$ cat config.mk
export PLATFORM = sky130hd
export DESIGN_NAME = trace_buffer
export DESIGN_NICKNAME = d
export VERILOG_FILES = /design/src/rtl/trace_buffer.sv
export SDC_FILE = /design/constraint.sdc
export NUM_CORES = 1
export LEC_CHECK = 0
export ABC_AREA = 1
export CAP_MARGIN = 30
export CORE_AREA = 2 2 177 179
export CTS_CLUSTER_SIZE = 10
export DETAILED_ROUTE_END_ITERATION = 16
export DIE_AREA = 0 0 179 181
export PLACE_DENSITY = 0.7
export SYNTH_ARGS = -nofsm -noshare
export SYNTH_HDL_FRONTEND = slang
export SYNTH_SLANG_ARGS = --single-unit
$ cat constraint.sdc
create_clock -name clk -period 2.79 [get_ports clk]
set_clock_uncertainty 0.15 [all_clocks]
set_input_delay 0.279 -clock clk [delete_from_list [all_inputs] [get_ports clk]]
set_output_delay 0.279 -clock clk [all_outputs]
set_load 0.05 [all_outputs]
$ cat src/rtl/trace_buffer.sv
// trace_buffer: armed instruction trace capture with pc trigger, post-trigger window and readout.
// Optional simulation display of each capture when TRACE_DISPLAY_EN is defined.
package constants_pkg;
    typedef enum logic [2:0] {
        FETCH_START,
        FETCH_END,
        DECODE,
        EXECUTE,
        MEMORY,
        WRITEBACK
    } ExecutionStage;
endpackage

module trace_buffer #(
    parameter int DATA_W = 8,
    parameter int ADDR_W = 8,
    parameter int DEPTH  = 16,
    parameter int POST_W = $clog2(DEPTH) + 1
) (
    input  logic                            clk,
    input  logic                            reset_n,
    input  constants_pkg::ExecutionStage    state,
    input  logic [ADDR_W-1:0]               pc,
    input  logic                            reg_we,
    input  logic [2:0]                      reg_waddr,
    input  logic [DATA_W-1:0]               reg_wdata,
    input  logic                            arm,
    input  logic                            trig_en,
    input  logic [ADDR_W-1:0]               trig_pc,
    input  logic [POST_W-1:0]               post_count,
    output logic                            rd_valid,
    input  logic                            rd_ready,
    output logic [ADDR_W+DATA_W+3:0]        rd_data,
    output logic [1:0]                      mode,
    output logic [POST_W-1:0]               count,
    output logic                            wrapped
);
    localparam int PTR_W = $clog2(DEPTH);
    localparam int ENT_W = ADDR_W + DATA_W + 4;

    typedef enum logic [1:0] {IDLE, ARMED, POST, FROZEN} mode_t;

    mode_t              mode_q, mode_d;
    logic [PTR_W-1:0]   wr_ptr, wr_ptr_d, rd_ptr, rd_ptr_d;
    logic [POST_W-1:0]  count_d, remaining, remaining_d;
    logic               wrapped_d;
    logic [DATA_W+3:0]  trk, trk_d;
    logic [ENT_W-1:0]   mem [DEPTH];
    logic [ENT_W-1:0]   entry;
    logic               capture, trigger, pop, full;

    // a write on the capture cycle takes precedence over the latched tracker
    assign entry   = {pc, reg_we ? {1'b1, reg_waddr, reg_wdata} : trk};
    assign capture = !arm && (mode_q == ARMED || mode_q == POST) && state == constants_pkg::FETCH_END;
    assign trigger = capture && mode_q == ARMED && trig_en && pc == trig_pc;
    assign pop     = !arm && rd_valid && rd_ready;
    assign full    = count == POST_W'(DEPTH);

    always_comb begin
        mode_d      = mode_q;
        count_d     = count;
        wr_ptr_d    = wr_ptr;
        rd_ptr_d    = rd_ptr;
        wrapped_d   = wrapped;
        trk_d       = trk;
        remaining_d = remaining;
        if (arm) begin
            mode_d      = ARMED;
            count_d     = '0;
            wr_ptr_d    = '0;
            rd_ptr_d    = '0;
            wrapped_d   = 1'b0;
            trk_d       = '0;
            remaining_d = '0;
        end else begin
            if (reg_we)
                trk_d = {1'b1, reg_waddr, reg_wdata};
            if (capture) begin
                trk_d    = '0;
                wr_ptr_d = wr_ptr + 1'b1;
                if (full) begin
                    rd_ptr_d  = rd_ptr + 1'b1;
                    wrapped_d = 1'b1;
                end else begin
                    count_d = count + 1'b1;
                end
            end
            if (trigger) begin
                mode_d      = post_count == '0 ? FROZEN : POST;
                remaining_d = post_count;
            end
            if (capture && mode_q == POST) begin
                remaining_d = remaining - 1'b1;
                mode_d      = remaining == POST_W'(1) ? FROZEN : POST;
            end
            if (pop) begin
                rd_ptr_d = rd_ptr + 1'b1;
                count_d  = count - 1'b1;
            end
        end
    end

    always_ff @(posedge clk or negedge reset_n) begin
        if (!reset_n) begin
            mode_q    <= IDLE;
            count     <= '0;
            wr_ptr    <= '0;
            rd_ptr    <= '0;
            wrapped   <= 1'b0;
            trk       <= '0;
            remaining <= '0;
        end else begin
            mode_q    <= mode_d;
            count     <= count_d;
            wr_ptr    <= wr_ptr_d;
            rd_ptr    <= rd_ptr_d;
            wrapped   <= wrapped_d;
            trk       <= trk_d;
            remaining <= remaining_d;
        end
    end

    always_ff @(posedge clk) begin
        if (capture)
            mem[wr_ptr] <= entry;
    end

    assign mode     = mode_q;
    assign rd_valid = mode_q == FROZEN && count != '0;
    assign rd_data  = count != '0 ? mem[rd_ptr] : '0;

`ifdef TRACE_DISPLAY_EN
    always_ff @(posedge clk) begin
        if (capture)
            $display("trace pc=%h waddr=%0d wdata=%h mode=%0d", pc, entry[DATA_W+2:DATA_W], entry[DATA_W-1:0], mode_q);
        if (reset_n && mode_d == FROZEN && mode_q != FROZEN)
            $display("FROZEN count=%0d", count_d);
    end
`else
`endif
endmodule

==> results.rst <==
.. list-table::
   :header-rows: 1

   * - Metric
     - Value
   * - Outcome
     - finished clean
   * - Clock Root Buffer
     - clkbuf_16
   * - CP startpoint kind
     - register
   * - Number of buffers added on ports
     - 69
   * - Category of the critical setup timing path
     - reg2out
   * - TritonCTS clock tree
     - done
   * - Max-cap violations
     - 0
   * - Cell Area, Synth
     - 15000 sq um
   * - Starting Density
     - 49.5%
   * - Per-cell via count in the routed design
     - 5.60
   * - Gate count after technology mapping
     - 1363
   * - Sum of internal, switching and leakage power
     - 11.9 mW
   * - First element of the critical path
     - rd_ptr[0]
   * - Final min period
     - 2.72 ns
   * - Hold Vio Cnt, Final
     - 0
   * - Clock Latency Late Sink
     - 0.52 ns
   * - Total CTS buffers
     - 41
   * - Crit path to
     - rd_data[0]
   * - Die Width
     - 179 um
   * - Reported leakage power
     - 7.05 nW
   * - Die Height
     - 181 um
   * - Clock-pin slew of the registers on the worst-case setup and hold paths
     - 0.06 ns
   * - Post-CTS Hold Fix Bufs
     - 0
   * - Headroom to the max-slew limit
     - 60.1%
   * - Average instance area after synthesis
     - 11.0 sq um
   * - Global routing usage summed across all routing layers
     - 23.1%
   * - Wire length after detailed routing
     - 37100 um
   * - Global-route wire length before repair
     - 57500 um
   * - Ant diodes
     - 0
   * - Total nets after synthesis
     - 1418
   * - DRC violation count after routing
     - 0
   * - Number of warning messages in the yosys log
     - 0
   * - Sequential element share of the synthesized area
     - 69.5%
   * - Number of synthesized flops with an enable pin
     - 320
   * - Power density over cell area
     - 658 nW/um^2
   * - Slew of the pin with the lowest slew margin
     - 0.596 ns
   * - Vias in the first global route
     - 10363
   * - Vias after detailed routing
     - 10499
   * - Worst R2R Start
     - mode[0]
   * - Maximum vdd drop
     - 0.429 mV
   * - Placeable core region
     - 30300 sq um
   * - Number of antenna-violating nets in the routed design
     - 0
   * - Final number of setup-violating endpoints
     - 0
   * - Number of antenna violations at the first check in global routing
     - 0
   * - Final number of max-transition violations
     - 0
   * - Seq cells post-synth
     - 353
   * - Final cycle utilization of the critical path
     - 97.4%
   * - Maximum clock frequency
     - 0.368 GHz
   * - FF-to-FF path depth
     - 8
   * - Post-detail-place hpwl
     - 21600 um
   * - Count of routing violations after the opening detailed-route iteration
     - 1003
   * - WP data required
     - 2.36 ns
   * - CTS H-Tree Depth
     - 2
   * - Count of pins on the block boundary
     - 70
   * - Endpoint arrival time on the critical path
     - 2.29 ns
   * - R2R Path End
     - mem[13][7]
   * - Congestion Overflow GR
     - 0
   * - Unique masters post-synth
     - 34
   * - Die area
     - 32400 sq um
   * - Reg2Reg Setup Slack
     - 0.36 ns
   * - Total number of clock tree sinks
     - 353
   * - Category of the worst setup path capture point
     - output pin
   * - Async S/R FF share, synth
     - 9.35%
   * - WL per Instance
     - 19.8 um
   * - Net count reported at finish
     - 1518
   * - First-pass iteration count of the detailed router
     - 5
   * - Post-placement cell count
     - 1803
   * - Maximum number of buffers from clock root to sink
     - 3
   * - Final RePlAce weighted congestion
     - 0.858
   * - Std cell rows
     - 64
   * - Peak fanout along the critical path
     - 55
   * - Fraction of layout cells with a size suffix above 1
     - 12.4%
   * - Number of standard cells in the final layout excluding fillers
     - 1876
   * - Pin count of the biggest net entering global routing
     - 56
   * - Worst hold-check path type
     - in2async
   * - Area growth from synthesis to layout
     - 20.6%
   * - Commonest register cell after synthesis
     - edfxtp_1
   * - RSZ-0062 raised after global routing
     - yes
[layout make-up]
cell class	count	area (sq um)
sequential	353	10400
inverter	63	253
clock buffer	58	1130
clock inverter	2	13.8
tap	396	495
fill	2337	12200
timing repair inverter	1	7.51
timing repair buffer	123	1650
multi-input combinational	880	4120
[worst min path at each step]
stage	cells after the start	startpoint	to	slack, ns
floorplan	0	reset_n	count[0]	-0.17
global placement	2	remaining[1]	remaining[1]	0.35
detailed placement	2	trk[11]	trk[11]	0.36
CTS	2	reset_n	wr_ptr[2]	0.02
global route	2	reset_n	wr_ptr[2]	0.05
finish	2	reset_n	wr_ptr[2]	0.01
[layer usage]
metal / share of wire [%] / global-route usage (%) / vias to the layer above
met2: 49 / 37.1 / 444
met3: 7.3 / 3.24 / 69
met1: 42 / 33.2 / 5148
met4: 2.1 / 6.67 / 0
li1: - / - / 4838
met5: 0 / 0 / -
[flip-flops by register name, summed over array words and instances, names as in the netlist]
| register | flops |
|---|---|
| mem | 320 |
| wr_ptr | 4 |
| wrapped | 1 |
| trk | 12 |
| count | 5 |
| mode | 2 |
| remaining | 5 |
| rd_ptr | 4 |
[synth_stat cells, types with 2 or more instances]
master    number  area share, %
a21oi_1       85            2.8
nand3_2        2           0.13
nand2_4        2           0.15
buf_1          7           0.17
xnor2_1        4           0.23
a21boi_0      17           0.85
xor2_1         3           0.17
nand2_1      492             12
o21ai_0       19           0.63
o211ai_1      20            1.0
nand2_2        2          0.083
or2_2         11           0.46
buf_6          5           0.37
buf_2         33            1.1
clkbuf_1      19           0.47
nor3_1        21           0.70
nand3_1      106            3.5
a21boi_1       3           0.15
nand4_1        2          0.083
dfrtp_1       33            5.5
ha_1          13            1.1
edfxtp_1     320             64
nor2_1        72            1.8
inv_2          2          0.050
inv_1         59            1.5
buf_4          3           0.15
[layout by cell type (no fill, tap or decap), types with 30 or more instances in the layout]
master,synthesis,layout
buf_12,0,37
nor2_1,72,41
clkdlybuf4s50_1,0,48
nand2_1,492,490
dfrtp_1,33,31
a21oi_1,85,85
nand3_1,106,106
buf_4,3,30
edfxtp_1,320,320
inv_1,59,58
clkbuf_16,0,45
[power by group]
group,internal (mW),total [mW],switching [mW]
logic,0.457,1.32,0.866
clock network,2.78,4.71,1.93
registers,5.84,5.88,0.0390
total,9.08,11.9,2.84
[worst max-delay path, stage by stage, from the launching register on]
cell and delay, ns:
dfrtp_4 0.55, buf_12 0.17, buf_16 0.20, nand2_1 0.09, nand2_1 0.05, nand2_1 0.05, nand2_1 0.05, nor3_1 0.30
nor2_2 0.12, buf_12 0.17
[repair_timing]
action / 4_1_cts / 5_1_grt
gates resized for setup: 25 / 11
pin swaps: 1 / 0
setup endpoints to repair: 20 / 20
buffers inserted: 4 / 4
gates cloned: 3 / 2
endpoints found under the hold margin: 0 / 0
[cells by family (layout without fill, tap and decap cells)]
kind of cell | Yosys count | count (layout) | share of synthesized area, %
simple gates | 713 | 713 | 19.5
flops | 353 | 353 | 69.5
compound gates | 146 | 146 | 5.58
buf+inv | 130 | 247 | 3.87
fa+ha+maj | 14 | 14 | 1.22
xor+xnor | 7 | 7 | 0.408
[per-stage QoR]
| step | util, % | instance area (sq um) | setup TNS, ns | hold WS (ns) | setup WS (ns) |
|---|---|---|---|---|---|
| 4_1_cts | 59.3 | 18000 | -0.0602 | 0.0232 | -0.0302 |
| 5_1_grt | 59.7 | 18100 | -0.0531 | 0.0531 | -0.0270 |
| 3_5_place_dp | 54.9 | 16700 | 0 | 0.363 | 0.307 |
| 2_1_floorplan | - | 15000 | -52.96 | -0.167 | -0.177 |
| 6_report | 59.7 | 18100 | 0 | 0.0120 | 0.0739 |
| 3_3_place_gp | 54.9 | 16700 | 0 | 0.351 | 0.336 |
Power figures use the tool's default switching activity.
